`src/rtl/tile_fp_pkg.sv`:
```
// Shared types for the FP adder tile ingress: operand beat layout and default widths.
package tile_fp_pkg;

  localparam int unsigned FP_BW  = 32;
  localparam int unsigned FP_BWB = 4;

  typedef struct packed {
    logic [FP_BW-1:0]  data;
    logic [FP_BWB-1:0] keep;
    logic              last;
  } fp_beat_t;

endpackage

```
`src/rtl/fp_pair_fifo.sv`:
```
// Circular-buffer FIFO of operand beats with a registered full flag that drives upstream TREADY.
module fp_pair_fifo
  import tile_fp_pkg::*;
#(
  parameter int unsigned DEPTH = 4
) (
  input  logic     clk_line,
  input  logic     rst_i,
  input  logic     push_i,
  input  fp_beat_t wdata_i,
  input  logic     pop_i,
  output fp_beat_t rdata_o,
  output logic     full_o,
  output logic     empty_o
);

  localparam int unsigned PW = $clog2(DEPTH);
  localparam int unsigned CW = PW + 1;

  fp_beat_t        mem_q [DEPTH];
  logic [PW-1:0]   wptr_q, wptr_d;
  logic [PW-1:0]   rptr_q, rptr_d;
  logic [CW-1:0]   count_q, count_d;
  logic            full_q, full_d;
  logic            push_ok, pop_ok;

  assign push_ok = push_i && !full_q;
  assign pop_ok  = pop_i && (count_q != '0);

  always_comb begin
    wptr_d  = wptr_q;
    rptr_d  = rptr_q;
    count_d = count_q;
    if (push_ok) wptr_d = wptr_q + PW'(1);
    if (pop_ok)  rptr_d = rptr_q + PW'(1);
    if (push_ok && !pop_ok)      count_d = count_q + CW'(1);
    else if (!push_ok && pop_ok) count_d = count_q - CW'(1);
    full_d = (count_d == CW'(DEPTH));
  end

  // full_q is forced high in reset so upstream sees TREADY low until the flush completes.
  always_ff @(posedge clk_line) begin
    if (rst_i) begin
      wptr_q  <= '0;
      rptr_q  <= '0;
      count_q <= '0;
      full_q  <= 1'b1;
    end else begin
      wptr_q  <= wptr_d;
      rptr_q  <= rptr_d;
      count_q <= count_d;
      full_q  <= full_d;
    end
  end

  always_ff @(posedge clk_line) begin
    if (push_ok) mem_q[wptr_q] <= wdata_i;
  end

  assign rdata_o = mem_q[rptr_q];
  assign full_o  = full_q;
  assign empty_o = (count_q == '0);

endmodule

```
`src/rtl/fp_operand_pairer.sv`:
```
// Pairs independent A/B operand streams into one {B,A} beat per cycle for the FP adder,
// flagging TLAST disagreement and counting accepted pairs.
module fp_operand_pairer
  import tile_fp_pkg::*;
#(
  parameter int unsigned BW    = FP_BW,
  parameter int unsigned BWB   = BW / 8,
  parameter int unsigned DEPTH = 4,
  parameter int unsigned CNT_W = 16
) (
  input  logic               clk_line,
  input  logic               clk_line_rst_high,
  input  logic               a_TVALID,
  input  logic [BW-1:0]      a_TDATA,
  input  logic [BWB-1:0]     a_TKEEP,
  input  logic               a_TLAST,
  output logic               a_TREADY,
  input  logic               b_TVALID,
  input  logic [BW-1:0]      b_TDATA,
  input  logic [BWB-1:0]     b_TKEEP,
  input  logic               b_TLAST,
  output logic               b_TREADY,
  output logic               out_TVALID,
  output logic [2*BW-1:0]    out_TDATA,
  output logic [2*BWB-1:0]   out_TKEEP,
  output logic               out_TLAST,
  input  logic               out_TREADY,
  input  logic               clear_err,
  output logic               err_last_mismatch,
  output logic [CNT_W-1:0]   pair_count
);

  fp_beat_t a_wr, b_wr, a_rd, b_rd;
  logic     a_full, b_full, a_empty, b_empty;
  logic     pair_pop;

  logic               out_valid_q, out_valid_d;
  logic [2*BW-1:0]    out_data_q, out_data_d;
  logic [2*BWB-1:0]   out_keep_q, out_keep_d;
  logic               out_last_q, out_last_d;
  logic               err_q, err_d;
  logic [CNT_W-1:0]   cnt_q, cnt_d;

  assign a_wr = '{data: a_TDATA, keep: a_TKEEP, last: a_TLAST};
  assign b_wr = '{data: b_TDATA, keep: b_TKEEP, last: b_TLAST};

  fp_pair_fifo #(.DEPTH(DEPTH)) u_fifo_a (
    .clk_line (clk_line),
    .rst_i    (clk_line_rst_high),
    .push_i   (a_TVALID && !a_full),
    .wdata_i  (a_wr),
    .pop_i    (pair_pop),
    .rdata_o  (a_rd),
    .full_o   (a_full),
    .empty_o  (a_empty)
  );

  fp_pair_fifo #(.DEPTH(DEPTH)) u_fifo_b (
    .clk_line (clk_line),
    .rst_i    (clk_line_rst_high),
    .push_i   (b_TVALID && !b_full),
    .wdata_i  (b_wr),
    .pop_i    (pair_pop),
    .rdata_o  (b_rd),
    .full_o   (b_full),
    .empty_o  (b_empty)
  );

  assign pair_pop = !a_empty && !b_empty && (!out_valid_q || out_TREADY);

  always_comb begin
    out_valid_d = out_valid_q;
    out_data_d  = out_data_q;
    out_keep_d  = out_keep_q;
    out_last_d  = out_last_q;
    err_d       = err_q;
    cnt_d       = cnt_q;
    if (pair_pop) begin
      out_valid_d = 1'b1;
      out_data_d  = {b_rd.data, a_rd.data};
      out_keep_d  = {b_rd.keep, a_rd.keep};
      out_last_d  = a_rd.last | b_rd.last;
    end else if (out_TREADY) begin
      out_valid_d = 1'b0;
    end
    // A new mismatch takes priority over a coincident clear.
    if (pair_pop && (a_rd.last != b_rd.last)) err_d = 1'b1;
    else if (clear_err)                       err_d = 1'b0;
    if (out_valid_q && out_TREADY) cnt_d = cnt_q + CNT_W'(1);
  end

  always_ff @(posedge clk_line) begin
    if (clk_line_rst_high) begin
      out_valid_q <= 1'b0;
      out_data_q  <= '0;
      out_keep_q  <= '0;
      out_last_q  <= 1'b0;
      err_q       <= 1'b0;
      cnt_q       <= '0;
    end else begin
      out_valid_q <= out_valid_d;
      out_data_q  <= out_data_d;
      out_keep_q  <= out_keep_d;
      out_last_q  <= out_last_d;
      err_q       <= err_d;
      cnt_q       <= cnt_d;
    end
  end

  assign a_TREADY          = !a_full;
  assign b_TREADY          = !b_full;
  assign out_TVALID        = out_valid_q;
  assign out_TDATA         = out_data_q;
  assign out_TKEEP         = out_keep_q;
  assign out_TLAST         = out_last_q;
  assign err_last_mismatch = err_q;
  assign pair_count        = cnt_q;

endmodule
```
`config.mk`:
```
export PLATFORM = sky130hd
export DESIGN_NAME = fp_operand_pairer
export DESIGN_NICKNAME = d
export VERILOG_FILES = /design/src/rtl/tile_fp_pkg.sv /design/src/rtl/fp_pair_fifo.sv /design/src/rtl/fp_operand_pairer.sv
export SDC_FILE = /design/constraint.sdc
export NUM_CORES = 1
export LEC_CHECK = 0
export BUFFER_PORTS_ARGS = -buffer_cell sky130_fd_sc_hd__buf_2
export CAP_MARGIN = 0
export CORE_MARGIN = 1
export CORE_UTILIZATION = 58
export CTS_CLUSTER_SIZE = 14
export DETAILED_ROUTE_END_ITERATION = 10
export PLACE_DENSITY = 0.89
export SKIP_CTS_REPAIR_TIMING = 1
export SLEW_MARGIN = 20
export SYNTH_ARGS = -nofsm -noshare
export SYNTH_HDL_FRONTEND = slang
export SYNTH_SLANG_ARGS = --single-unit
```
`constraint.sdc`:
```
create_clock -name clk_line -period 2.8 [get_ports clk_line]
set_input_delay 0.28 -clock clk_line [delete_from_list [all_inputs] [get_ports clk_line]]
set_output_delay 0.28 -clock clk_line [all_outputs]
set_load 0.01 [all_outputs]
```
; ---- Yosys cells after proc, flatten, opt, wreduce, memory -nomap -nowiden
; Memories as Yosys holds them, arrays and structs flattened. A register that Yosys moved wholly into a read port is not among the register bits.
; Cells that the tools add are included.
[word_totals]
regBits = 107
mem_bits_rw = 296
inputBits = 80
out_inout_bits = 93
elab_cells = 75
n_memories = 2
[memory_table]
columns = name, depth, word_bits, rd, rd_ports_with_merged_regs, write_ports, line
row1 = u_fifo_a.mem_q, 4, 37, 1, 1, 1, fp_pair_fifo.sv:20  ; fp_beat_t mem_q [DEPTH];
row2 = u_fifo_b.mem_q, 4, 37, 1, 1, 1, fp_pair_fifo.sv:20
[op_classes]
n_addsub = 9
eq_ne = 3
n_mux = 16
bitwise = 1
reduce_logical = 30
[op_table]
columns = cell, count
row1 = $add A16 B1 Y16 const B, 1
row2 = $logic_and A1 B1 Y1, 14
row3 = $mux W3, 4
row4 = $logic_not A1 Y1, 9
row5 = $add A2 B1 Y2 const B, 4
row6 = $mux W1, 8
row7 = $mux W2, 4
row8 = $add A3 B1 Y3 const B, 2
row9 = $eq A3 B3 Y1 const B, 2
row10 = $logic_not A3 Y1, 2
row11 = $reduce_bool A3 Y1, 2
row12 = $sub A3 B1 Y3 const B, 2
row13 = $reduce_bool A2 Y1, 2
row14 = $logic_or A1 B1 Y1, 1
row15 = $ne A1 B1 Y1, 1
row16 = $or A1 B1 Y1, 1

; ---- Depth between registers and ports, before layout
[depth]
ltp_word = 9
depth_mapped = 10
depth_no_buf = 8

; ---- By module
; From an unflattened synthesis, not the netlist that was laid out.
[unflattened]
cells_unflattened = 925
area_unflattened_um2 = 15233.4
[modules_own_cells]
columns = module, instances, cells_each, area_per_inst_um2, seq_area_each_um2
row1 = fp_pair_fifo, 2, 256, 5960.7, 4644.5
row2 = fp_operand_pairer, 1, 413, 3311.9, 1821.7

; ---- Worst setup path after synthesis
; Ideal clock, no wire load.
[synth_path]
path_kind = input to register
from = input port a_TVALID
to = memory u_fifo_a.mem_q[1][0] (netlist bit), enable pin
setup_time_ns = 0.398
t_arrival_ns = 1.882
required_time_ns = 2.402
slack_ns = 0.520
cell_stages = 3
n_path_buf = 1
cell_sequence = nor2b_1 clkbuf_1 and2_1
[synth_between]
elab_chain_cells = 4
[synth_rtl]
columns = item, line
row1 = from (decl), fp_operand_pairer.sv:13  ; input logic a_TVALID,
row2 = $logic_and A1 B1 Y1, fp_operand_pairer.sv:50  ; .push_i (a_TVALID && !a_full),
row3 = $logic_and A1 B1 Y1, fp_pair_fifo.sv:27  ; assign push_ok = push_i && !full_q;
row4 = $mux W1, fp_pair_fifo.sv:57  ; if (push_ok) mem_q[wptr_q] <= wdata_i;
row5 = $mux W1 (not written as such), fp_pair_fifo.sv:57
row6 = to (decl), fp_pair_fifo.sv:20
; No other way between the ends.

; ---- Worst setup path after layout
[layout_path]
from = register u_fifo_a.count_q[0]
to = register out_data_q[15], in the netlist out_TDATA[15]
[layout_between]
elab_chain_cells = 4
[layout_rtl]
columns = item, line
row1 = from (decl), fp_pair_fifo.sv:23  ; logic [CW-1:0] count_q, count_d;
row2 = from (signal assigned), fp_pair_fifo.sv:51  ; count_q <= count_d;
row3 = $logic_not A3 Y1, fp_pair_fifo.sv:62  ; assign empty_o = (count_q == '0);
row4 = $logic_not A1 Y1, fp_operand_pairer.sv:69  ; assign pair_pop = !a_empty && !b_empty && (!out_valid_q || out_TREADY);
row5 = $logic_and A1 B1 Y1 (2 in a row), fp_operand_pairer.sv:69
row6 = to (signal assigned), fp_operand_pairer.sv:102  ; out_data_q <= out_data_d;
row7 = to (decl), fp_operand_pairer.sv:38  ; logic [2*BW-1:0] out_data_q, out_data_d;
; No other way between the ends.
; A chain may end at the register's enable or synchronous reset.

==> impl_metrics.csv <==
group,metric,value,unit
run_status,status,"completed",
final_layout,area_growth,22.4,%
drt,drtIter0Drc,829,
worst_setup_path,arrival,2.79,ns
synthesis,yosys_warnings,0,
sta,relSlewSlack,0.469,
worst_setup_path,required,3.24,ns
drt,vias,8820,
sta,setup_viol,0,
clock_tree,numCtsBuffers,40,
synthesis,synth_top_cell_area_share,0.591,
clock_tree,clk_pin_slew,0.06,ns
worst_setup_path,worst-path-buf-inv,3,
final_layout,stdcell_area,18400,sq um
clock_tree,clk_latency,0.53,ns
synthesis,async_reset_ff_frac,0,
floorplanning,die_w,163,um
synthesis,synth_area_per_cell,16.3,sq um
global_routing,grt_usage,0.233,
synthesis,ys.flop_type,"edfxtp_1",
final_layout,nets,1279,
clock_tree,cts.root.buffer_cell,"clkbuf_16",
clock_tree,clk_path_buf_depth,3,
floorplanning,row_count,58,
final_layout,drive_above_1_share,0.288,
floorplanning,die_h,163,um
power,p_seq_frac,0.447,
sta,worst_pin_slew,0.795,ns
power,power,17700,uW
power,power_density,961,nW/um^2
power,clockPowerShare,0.299,
floorplanning,initial_core_util,0.594,
worst_setup_path,worst_setup_path_end_kind,"flip-flop",
global_routing,grt_pass1_vias,8594,
sta,setup_tns,0,ns
power,p_sw_frac,0.298,
synthesis,yosysTopAreaCell,"edfxtp_1",
power,power_leakage,0.00653,uW
synthesis,ys_seq_area_frac,0.739,
power,internal_power,12400,uW
synthesis,synth_edf_count,296,
worst_setup_path,critPathKind,"flip-flop to flip-flop",
worst_setup_path,startpoint_type,"flip-flop",
clock_tree,cts_max_level,2,
synthesis,synthCells,921,
floorplanning,fp.coreArea,25300,sq um
power,switchingPower,5270,uW
sta,period_share,0.841,
worst_setup_path,slowest_delay,0.42,ns
floorplanning,pin_count,173,
drt,drtAntennaViolNets,0,
place,gp_congestion,0.777,
place,placed_cell_area,16300,sq um
synthesis,synth_nets,1017,
sta,fin_skew,0.0200,ns
synthesis,synth_area_leaders,"edfxtp_1 (59%), dfxtp_1 (15%), mux4_2 (11%)",
synthesis,ys_types,41,
place,hpwl,18.0,mm
worst_hold_path,hold_class,"primary input to flip-flop",
worst_setup_path,critPathTopFamily,"buffers and inverters",
power,irDropWorstVdd,0.000624,V
sta,rsz0062_at_grt,"false",
worst_setup_path,crit_fanout,32,
global_routing,antenna_found_initial,2,
global_routing,grt_pass1_wl,46.7,mm
synthesis,synth_area,15000,sq um
sta,slew_viol_final,0,
worst_setup_path,cpMaxStageDelayCell,"ha_1",
global_routing,grt_overflow,0,
floorplanning,dieArea,26600,sq um
clock_tree,cts_tree,"done",
sta,finalHoldViolCount,0,
flow_run,cap_violations,0,
sta,hold_ws,0.0746,ns
drt,viasPerCell,5.70,
power,power.share.combinational,0.253,
drt,drc,0,
place,portBuffers,172,
synthesis,synth-seq-cells,407,
drt,wl_per_cell,21.0,um
sta,fmax,425,MHz
clock_tree,cts.sinks,407,
sta,min_period,2.35,ns
worst_setup_path,path_cells,"inv_1 -> ha_1 -> ha_1 -> inv_1 -> nand3_4 -> buf_4 -> nand2_1 -> a21oi_1",
drt,drt_wl_total,32.5,mm
global_routing,grt_max_degree,65,
drt,drtPass1Iterations,5,
-- final cells by class --
class	instances	area, sq um
inverter	15	56.3
timing repair buffer	268	1820
clock inverter	20	158
antenna	2	5.00
fill	1448	6910
clock buffer	54	1170
tap	330	413
multi-input combinational	451	3680
sequential	407	11100
-- tightest hold or removal path, cell delays in order --
cell and delay [ns]:
buf_2 0.13, nand3_1 0.08, a21oi_1 0.05
-- metal layers --
layer	routed length [um]	GRT usage	vias to the layer above
met5	0	0	-
met4	836	0.0867	0
met3	2030	0.0515	65
met2	17200	0.397	347
met1	12500	0.294	4418
li1	-	-	3990
-- power by group through the flow --
stage	combinational, uW	sequential [uW]	clock, uW
2_1_floorplan	2810	8040	0
3_3_place_gp	4160	7940	0
3_5_place_dp	4310	8000	0
4_1_cts	4370	7890	5330
5_1_grt	4860	7990	5590
6_report	4480	7910	5300
-- cell usage in the layout (no fill, tap or decap), types with 4 or more instances in the layout --
cell / n
a211oi_1: 5
a21oi_1: 82
and2_2: 8
buf_12: 4
buf_2: 171
buf_4: 19
clkbuf_1: 5
clkbuf_16: 42
clkbuf_8: 7
clkinv_1: 6
clkinv_2: 10
dfxtp_1: 107
dfxtp_2: 4
dlygate4sd3_1: 74
edfxtp_1: 296
ha_1: 16
inv_1: 15
mux4_2: 74
nand2_1: 156
nand3_1: 6
nand4_1: 7
nor2_1: 30
nor2b_1: 4
nor3_1: 6
o21ai_0: 8
or3_1: 4
xnor2_1: 12
xor2_1: 10
-- cell families (layout without fill, tap and decap cells) --
| family | count (synthesis) | after routing | share of synthesized area |
|---|---|---|---|
| fa+ha+maj | 16 | 16 | 0.0133 |
| mux | 74 | 74 | 0.111 |
| compound gates | 105 | 105 | 0.0389 |
| other cells | 0 | 2 | 0 |
| buf+inv | 63 | 357 | 0.0181 |
| xor+xnor | 22 | 22 | 0.0128 |
| simple gates | 234 | 234 | 0.0674 |
| flops | 407 | 407 | 0.739 |
-- synthesized netlist by cell type (all sizes together) (8+ instances only) --
master and count:
edfxtp 296, nand2 156, dfxtp 111, a21oi 82, mux4 74, nor2 30, clkbuf 27, buf 21
ha 16, inv 15, xnor2 12, xor2 10, and2 9, o21ai 8
-- sequential cells by signal, summed over array words and instances (netlist names), named ones only --
signal	flops
err_last_mismatch	1
u_fifo_a.wptr_q	2
pair_count	16
out_TKEEP	8
u_fifo_a.count_q	3
out_TVALID	1
u_fifo_b.count_q	3
out_TDATA	64
u_fifo_a.rptr_q	2
u_fifo_a.full_o	1
u_fifo_b.mem_q	148
u_fifo_b.wptr_q	2
out_TLAST	1
u_fifo_a.mem_q	148
u_fifo_b.rptr_q	2
u_fifo_b.full_o	1
-- final timing paths --
path                            depth (start not counted)       endpoint           startpoint  slack [ns]
worst max-delay path                                    8  out_TDATA[15]  u_fifo_a.count_q[0]        0.45
worst min-delay path                                    3  pair_count[1]           out_TREADY        0.07
worst max register to register                          8  out_TDATA[15]  u_fifo_a.count_q[0]        0.45
worst min register to register                          2  out_TDATA[62]        out_TDATA[62]        0.45
-- metrics by stage --
stage,instances,worst slack (ns),utilization
floorplan,921,0.520,-
global placement,1397,0.744,0.645
detailed placement,1397,0.586,0.645
CTS,1471,0.504,0.698
global route,1547,0.311,0.727
finish,1547,0.446,0.727
Note: power is estimated with default switching activity, not from simulation.
